File: src/rtl/bcd_clock_ctrl.sv
// HH:MM BCD time-keeping controller: minute prescaler, ripple-carry digit counter,
// and a RUN / SET_HR / SET_MIN mode machine with a blinking field enable.
module bcd_clock_ctrl #(
    parameter int TICKS_PER_MIN = 6000,
    parameter int BLINK_DIV     = 50
) (
    input  logic       clk,
    input  logic       reset_n,
    input  logic       btn_mode,
    input  logic       btn_inc,
    output logic [3:0] ms_hour,
    output logic [3:0] ls_hour,
    output logic [3:0] ms_min,
    output logic [3:0] ls_min,
    output logic       add_one,
    output logic [1:0] mode,
    output logic       blink
);

    localparam int PW = $clog2(TICKS_PER_MIN);
    localparam int BW = (BLINK_DIV > 1) ? $clog2(BLINK_DIV) : 1;
    localparam logic [PW-1:0] PRESC_MAX = PW'(TICKS_PER_MIN - 1);
    localparam logic [BW-1:0] BLINK_MAX = BW'(BLINK_DIV - 1);

    typedef enum logic [1:0] {
        MODE_RUN     = 2'd0,
        MODE_SET_HR  = 2'd1,
        MODE_SET_MIN = 2'd2
    } mode_e;

    mode_e         mode_q, mode_d;
    logic [PW-1:0] presc_q, presc_d;
    logic [BW-1:0] blink_cnt_q, blink_cnt_d;
    logic          blink_q, blink_d;
    logic          add_one_q, add_one_d;
    logic [3:0]    hr_t_q, hr_t_d, hr_u_q, hr_u_d;
    logic [3:0]    mn_t_q, mn_t_d, mn_u_q, mn_u_d;

    // Incremented field values; min_carry flags the 59 -> 00 rollover.
    logic [3:0] hr_t_inc, hr_u_inc, mn_t_inc, mn_u_inc;
    logic       min_carry;

    always_comb begin
        mn_u_inc  = mn_u_q + 4'd1;
        mn_t_inc  = mn_t_q;
        min_carry = 1'b0;
        if (mn_u_q == 4'd9) begin
            mn_u_inc = 4'd0;
            if (mn_t_q == 4'd5) begin
                mn_t_inc  = 4'd0;
                min_carry = 1'b1;
            end else begin
                mn_t_inc = mn_t_q + 4'd1;
            end
        end

        hr_u_inc = hr_u_q + 4'd1;
        hr_t_inc = hr_t_q;
        if (hr_t_q == 4'd2 && hr_u_q == 4'd3) begin
            hr_u_inc = 4'd0;
            hr_t_inc = 4'd0;
        end else if (hr_u_q == 4'd9) begin
            hr_u_inc = 4'd0;
            hr_t_inc = hr_t_q + 4'd1;
        end
    end

    always_comb begin
        mode_d      = mode_q;
        presc_d     = presc_q;
        blink_cnt_d = blink_cnt_q;
        blink_d     = blink_q;
        add_one_d   = 1'b0;
        hr_t_d      = hr_t_q;
        hr_u_d      = hr_u_q;
        mn_t_d      = mn_t_q;
        mn_u_d      = mn_u_q;

        case (mode_q)
            MODE_RUN: begin
                if (presc_q == PRESC_MAX) begin
                    presc_d   = '0;
                    add_one_d = 1'b1;
                    mn_u_d    = mn_u_inc;
                    mn_t_d    = mn_t_inc;
                    if (min_carry) begin
                        hr_u_d = hr_u_inc;
                        hr_t_d = hr_t_inc;
                    end
                end else begin
                    presc_d = presc_q + 1'b1;
                end
                if (btn_mode) begin
                    mode_d      = MODE_SET_HR;
                    presc_d     = '0;
                    blink_d     = 1'b1;
                    blink_cnt_d = '0;
                end
            end

            MODE_SET_HR, MODE_SET_MIN: begin
                presc_d = '0;
                if (blink_cnt_q == BLINK_MAX) begin
                    blink_cnt_d = '0;
                    blink_d     = ~blink_q;
                end else begin
                    blink_cnt_d = blink_cnt_q + 1'b1;
                end

                if (btn_mode) begin
                    if (mode_q == MODE_SET_HR) begin
                        mode_d = MODE_SET_MIN;
                    end else begin
                        mode_d      = MODE_RUN;
                        blink_d     = 1'b1;
                        blink_cnt_d = '0;
                    end
                end else if (btn_inc) begin
                    // Set modes wrap within their own field; no carry across.
                    if (mode_q == MODE_SET_HR) begin
                        hr_u_d = hr_u_inc;
                        hr_t_d = hr_t_inc;
                    end else begin
                        mn_u_d = mn_u_inc;
                        mn_t_d = mn_t_inc;
                    end
                end
            end

            default: begin
                mode_d      = MODE_RUN;
                presc_d     = '0;
                blink_d     = 1'b1;
                blink_cnt_d = '0;
            end
        endcase
    end

    always_ff @(posedge clk or negedge reset_n) begin
        if (!reset_n) begin
            mode_q      <= MODE_RUN;
            presc_q     <= '0;
            blink_cnt_q <= '0;
            blink_q     <= 1'b1;
            add_one_q   <= 1'b0;
            hr_t_q      <= 4'd0;
            hr_u_q      <= 4'd0;
            mn_t_q      <= 4'd0;
            mn_u_q      <= 4'd0;
        end else begin
            mode_q      <= mode_d;
            presc_q     <= presc_d;
            blink_cnt_q <= blink_cnt_d;
            blink_q     <= blink_d;
            add_one_q   <= add_one_d;
            hr_t_q      <= hr_t_d;
            hr_u_q      <= hr_u_d;
            mn_t_q      <= mn_t_d;
            mn_u_q      <= mn_u_d;
        end
    end

    assign ms_hour = hr_t_q;
    assign ls_hour = hr_u_q;
    assign ms_min  = mn_t_q;
    assign ls_min  = mn_u_q;
    assign add_one = add_one_q;
    assign mode    = mode_q;
    assign blink   = blink_q;

endmodule

File: config.mk
export PLATFORM = sky130hd
export DESIGN_NAME = bcd_clock_ctrl
export DESIGN_NICKNAME = d
export VERILOG_FILES = /design/src/rtl/bcd_clock_ctrl.sv
export SDC_FILE = /design/constraint.sdc
export NUM_CORES = 1
export LEC_CHECK = 0
export BUFFER_PORTS_ARGS = -buffer_cell sky130_fd_sc_hd__clkbuf_2
export CAP_MARGIN = 20
export CELL_PAD_IN_SITES_DETAIL_PLACEMENT = 2
export CELL_PAD_IN_SITES_GLOBAL_PLACEMENT = 2
export CORE_AREA = 3 3 77 79
export DETAILED_ROUTE_END_ITERATION = 8
export DIE_AREA = 0 0 80 82
export HOLD_SLACK_MARGIN = 0.05
export PLACE_DENSITY_LB_ADDON = 0.1
export SYNTH_ARGS = -nofsm -noshare
export SYNTH_HDL_FRONTEND = slang
export SYNTH_SLANG_ARGS = --single-unit
File: constraint.sdc
create_clock -name clk -period 4.3 [get_ports clk]
set_input_delay 0.86 -clock clk [delete_from_list [all_inputs] [get_ports clk]]
set_output_delay 0.86 -clock clk [all_outputs]
set_load 0.02 [all_outputs]
== Yosys cells after proc, flatten, opt, wreduce, memory -nomap -nowiden ==
Cells that the tools add are included.

* Register bits after elaboration: 39
* Bits of input ports: 4
* Logic and storage cells: 90

* Add/sub/neg operators: 6
* Equality and inequality tests: 17
* Multiplexer cells: 50
* Bitwise logic cells: 1
* Reductions and logical operators: 7

{| class="wikitable"
|+ Operators with widths
! cell !! count
|-
| $mux W4 || 25
|-
| $mux W13 || 3
|-
| $pmux W4 S2 || 4
|-
| $mux W6 || 4
|-
| $add A4 B1 Y4 const B || 4
|-
| $ne A2 B2 Y1 const B || 8
|-
| $add A13 B1 Y13 const B || 1
|-
| $eq A13 B13 Y1 const B || 1
|-
| $pmux W6 S2 || 1
|-
| $eq A4 B2 Y1 const B || 2
|-
| $eq A4 B4 Y1 const B || 2
|-
| $mux W1 || 8
|-
| $add A6 B1 Y6 const B || 1
|-
| $eq A6 B6 Y1 const B || 1
|-
| $mux W2 || 3
|-
| $reduce_and A6 Y1 || 1
|-
| $reduce_and A5 Y1 || 1
|-
| $eq A4 B3 Y1 const B || 1
|-
| $pmux W2 S2 || 1
|-
| $eq A2 B1 Y1 const B || 1
|-
| $eq A2 B2 Y1 const B || 1
|-
| $logic_not A2 Y1 || 1
|-
| $pmux W1 S2 || 1
|-
| $reduce_and A2 Y1 || 1
|-
| 4 further kinds || 4
|}

== Longest topological paths before layout ==
* Word-level depth: 7
* Mapped depth: 8

== Worst setup path after synthesis ==
Ideal clock, no wire load.

* Kind: input port to flip-flop
* Start: in btn_mode
* End: reg blink_cnt_q[5]
* Setup time: 116 ps
* Data arrival time: 1981 ps
* Data required time: 4184 ps
* Slack: 2203 ps
* Cell stages on the path: 6
* Cell sequence: nand2b_1 > buf_2 > nand4_1 > or2_0 > or4b_1 > o311ai_0

* Longest elaborated chain between the ends: 2
* Elaborated cells between the ends (all ways): 3
* Those cells by class: eq/ne (1); mux (2)

{| class="wikitable"
|+ Ends and longest elaborated chain
! item !! line !! text
|-
| start: declaration || 9 || <nowiki>input logic btn_mode,</nowiki>
|-
| $mux W6 || 110 || <nowiki>if (btn_mode) begin</nowiki>
|-
| $pmux W6 S2 || 79 || <nowiki>case (mode_q)</nowiki>
|-
| end signal: assignment || 153 || <nowiki>blink_cnt_q <= blink_cnt_d;</nowiki>
|-
| end: declaration || 33 || <nowiki>logic [BW-1:0] blink_cnt_q, blink_cnt_d;</nowiki>
|}

Parallel ways exist; a longest one is shown, timed or not.
A chain may end at the register's enable or synchronous reset.

== Worst setup path in the final report ==
* Start: reg mode_q[0] (netlist: mode[0])
* End: reg blink_cnt_q[5]

* Longest elaborated chain between the ends: 4
* Elaborated cells between the ends (all ways): 8
* Those cells by class: eq/ne (3); mux (3); reduce/logical (2)

{| class="wikitable"
|+ Ends and longest elaborated chain
! item !! line !! text
|-
| start: declaration || 31 || <nowiki>mode_e mode_q, mode_d;</nowiki>
|-
| start signal: assignment || 151 || <nowiki>mode_q <= mode_d;</nowiki>
|-
| $eq A2 B1 Y1 || 79, 111 ||
|-
| $mux W6 || 111 || <nowiki>if (mode_q == MODE_SET_HR) begin</nowiki>
|-
| $mux W6 || 110 ||
|-
| $pmux W6 S2 || 79 ||
|}

Parallel ways exist; a longest one is shown, timed or not.

==> PnR_summary.wiki <==
{| class="wikitable"
! Metric !! Value
|-
| Data required time at the worst endpoint || 4460 ps
|-
| Synth top area share || between 40% and 50%
|-
| Initial antenna violation count || 0
|-
| Unrepaired setup endpoints after global routing || no
|-
| Tightest Hold Check Type || flip-flop to flip-flop
|-
| Synth-to-layout area growth || 16.1%
|-
| Buffers & Inverters on Critical Path || 1
|-
| Count of cell instances traversed by the critical path || 7
|-
| Capture point of the critical path || blink_cnt_q[5]
|-
| Final critical path time including I/O delays and setup || 2290 ps
|-
| Remaining antenna violation count || 0
|-
| Detail Placement HPWL || 3660 um
|-
| Final worst slack || 2010 ps
|-
| Cells after synthesis || about 210
|-
| Worst-path cell with the longest stage delay || sky130_fd_sc_hd__dfrtp_1
|-
| Final core utilization || between 40% and 50%
|-
| Sort of element at the start of the critical path || flip-flop
|-
| Setup TNS after final layout || 0 ps
|-
| RR Endpoint || blink_cnt_q[5]
|-
| Die Ht || 82 um
|-
| Number of rows in the core area || 27
|-
| Share of total power consumed by net switching || 41.8%
|-
| Cell-by-cell trace of the critical path || inv_1 -> ha_1 -> nand2b_1 -> nand4_1 -> or2_0 -> or4b_1 -> o311ai_0
|-
| H-tree depth || 2
|-
| Post-synthesis sequential area ratio || 47.5%
|-
| Worst setup skew after layout || roughly 11 ps
|-
| Port-buffer cells || 23
|-
| Clock sink count || 39
|-
| Area of the core || 0.00541 mm2
|-
| Most used DFF post-synth || sky130_fd_sc_hd__dfrtp_1
|-
| YS warnings || 0
|-
| Category of cells accounting for the largest share of critical-path delay || simple AND/OR/NAND/NOR gates
|-
| First-pass iteration count of the detailed router || 3
|-
| Critical path peak fanout || 9
|-
| Clk root buf || sky130_fd_sc_hd__clkbuf_8
|-
| Maximum number of pins on one net before global-route repair || 40
|-
| Layout Cells excl Fill || 308
|-
| Overall overflow remaining after global route || 0
|-
| Ranking of synthesized cells by area || sky130_fd_sc_hd__dfrtp_1 (46%), sky130_fd_sc_hd__ha_1 (7.3%), sky130_fd_sc_hd__xnor2_1 (5.1%)
|-
| Effective utilization at floorplan || a little under two fifths
|-
| Antenna fix cells || 0
|-
| Power per cell area || 603 mW/mm2
|-
| Setup slack of the most critical reg-to-reg path || 2010 ps
|-
| Total internal power || 838 uW
|-
| Share of synthesized flip-flops with an asynchronous set or reset || 100%
|-
| Crit path kind || flip-flop to flip-flop
|-
| Nature of the critical path endpoint || flip-flop
|-
| Max Freq || 437 MHz
|-
| Slew at the pin closest to its max-slew limit || ~560 ps
|-
| Count of max-cap constraint violations || 0
|-
| Crit-path max cell delay || between 400 and 500 ps
|-
| Cts bufs inserted || 5
|-
| Cts repair resizes || 0
|-
| GRT Resource Usage Total || 17.1%
|-
| Number of cells in the design after placement || 299
|-
| Number of register bits inferred by synthesis || 39
|-
| Arrival time of the worst setup path || roughly 2500 ps
|-
| Status || finished, final reports clean
|-
| Drt drc || 0
|-
| Post-Route WL || 5030 um
|-
| Launching point of the worst reg2reg path || mode[0]
|-
| Number of hold-repair buffers added at the cts stage || 0
|-
| Dpl ws || 1850 ps
|-
| Top-count cell post-synth || sky130_fd_sc_hd__dfrtp_1
|-
| Area of the die || 0.00656 mm2
|-
| Net count after synthesis || 224
|-
| Clock transition at the registers of the reported paths || approximately 80 ps
|-
| Max_slew headroom || 62.5%
|-
| Number of global-route vias before repair || 1738
|-
| Number of different library cells in the post-synthesis netlist || 41
|-
| Die X-Extent || 80 um
|-
| Worst-Skew Late Latency || roughly 300 ps
|-
| Share of cells above drive strength 1 || 17.8%
|-
| Final Wtd Congestion || 0.765
|-
| Hold Fails Final Rpt || 0
|-
| Start point of the critical path || mode[0]
|-
| Final setup violation count || 0
|-
| Wire length of the first global-routing pass || about 8700 um
|-
| Leakage power of the design || 0.00107 uW
|-
| Post-Synthesis Cell Area || 0.00206 mm2
|-
| Clock Tree Buf Depth || 2
|-
| Number of nets in the final layout || about 250
|-
| Starting DRC count in detailed routing || 47
|-
| Switching component of the power || 602 uW
|-
| Vias post-DR || 1571
|-
| Sequential Power Share || 38.5%
|-
| Comb pwr share || 38.7%
|-
| WL per Instance || between 15 and 20 um
|-
| Cell depth of the worst flop-to-flop path || 7
|-
| Number of flops mapped to enable cells by yosys || 0
|-
| Total I/O pin count || 24
|-
| CTS tree || built
|-
| Final clock period utilization by the worst path || between 50% and 60%
|-
| Relative contribution of the clock network to total power || 22.7%
|-
| DR vias/cell || 5.10
|-
| Max-slew violation count || 0
|-
| Worst-case vdd ir drop || 0.210 mV
|-
| Most area-hungry cell type in the Yosys netlist || sky130_fd_sc_hd__dfrtp_1
|-
| Total Power || 1440 uW
|-
| Top post-synthesis cells by count || sky130_fd_sc_hd__dfrtp_1 (38), sky130_fd_sc_hd__nor2_1 (27), sky130_fd_sc_hd__inv_1 (14), sky130_fd_sc_hd__nand2_1 (14)
|-
| Synthesized area per cell || 9.89 um2
|-
| Buffers inserted during post-CTS setup optimization || 0
|}
layout by cell type, fill, tap and decap left out, drive strengths merged, types with 2 or more instances in the layout:
| master | synthesis | layout |
|---|---|---|
| nor4 | 2 | 2 |
| and3 | 4 | 4 |
| nand2b | 7 | 7 |
| xor2 | 8 | 8 |
| inv | 14 | 14 |
| a21oi | 5 | 5 |
| ha | 12 | 12 |
| nor2b | 3 | 3 |
| clkbuf | 1 | 29 |
| and2 | 2 | 2 |
| o31ai | 5 | 5 |
| nand3 | 8 | 8 |
| o41ai | 2 | 2 |
| xnor2 | 12 | 12 |
| a211oi | 2 | 2 |
| nand4 | 5 | 5 |
| nand2 | 15 | 15 |
| nor2 | 27 | 27 |
| nand3b | 3 | 3 |
| nor3 | 2 | 2 |
| o21ai | 12 | 12 |
| mux2 | 2 | 2 |
| dfrtp | 38 | 38 |
metrics by stage:
step | hold slack (ps) | instance area, um2
5_1_grt | 528 | 2390
3_5_place_dp | 492 | 2240
6_report | 502 | 2390
3_3_place_gp | 479 | 2240
2_1_floorplan | 455 | 2060
4_1_cts | 505 | 2360
power groups by stage:
stage	Sequential, uW	Clock, uW	Combinational (uW)
finish	555	327	558
global route	576	358	636
CTS	556	336	570
detailed placement	561	0	566
global placement	548	0	534
floorplan	608	0	329
sequential cells by signal (all words and copies together) (netlist names):
signal and flops:
add_one 1, blink 1, blink_cnt_q 6, ls_hour 4, ls_min 4, mode 2, ms_hour 4, ms_min 4
presc_q 13
cells by family (layout without fill, tap and decap cells):
group | Yosys count | after routing | share of synthesized area, %
simple gates | 86 | 86 | 22.6
flops | 39 | 39 | 47.5
compound gates | 31 | 31 | 9.49
xor+xnor | 20 | 20 | 8.52
buf+inv | 18 | 46 | 3.47
fa+ha+maj | 12 | 12 | 7.30
mux | 2 | 2 | 1.09
worst min-delay path by stage:
stage,cells after the start,start,end,slack [ps]
floorplan,1,presc_q[0],presc_q[0],460
global placement,1,presc_q[0],presc_q[0],480
detailed placement,1,presc_q[0],presc_q[0],490
CTS,1,presc_q[0],presc_q[0],500
global route,1,presc_q[0],presc_q[0],530
finish,1,presc_q[0],presc_q[0],500
per-layer routing:
| metal | up-vias | share of wire (%) | wire [um] | GRT usage, % |
|---|---|---|---|---|
| li1 | 765 | - | - | - |
| met1 | 789 | 46 | 2290 | 21.4 |
| met2 | 15 | 52 | 2600 | 29.3 |
| met3 | 2 | 2.1 | 108 | 3.95 |
| met4 | 0 | 0.75 | 38 | 5.07 |
| met5 | - | 0 | 0 | 0 |
worst reg2reg max path, cell delays in order, from the launching register on:
cell                       delay, ps
sky130_fd_sc_hd__dfrtp_1         460
sky130_fd_sc_hd__inv_1           120
sky130_fd_sc_hd__ha_1            270
sky130_fd_sc_hd__nand2b_1        300
sky130_fd_sc_hd__nand4_1         190
sky130_fd_sc_hd__or2_0           260
sky130_fd_sc_hd__or4b_1          460
sky130_fd_sc_hd__o311ai_0        120
cell type report:
class / count / area [um2]
fill: 591 / 3020
tap: 72 / 90.1
timing repair buffer: 24 / 143
multi-input combinational: 151 / 1010
clock buffer: 6 / 82.6
inverter: 14 / 52.6
clock inverter: 2 / 35.0
sequential: 39 / 977
Note: power is estimated with default switching activity, not from simulation.
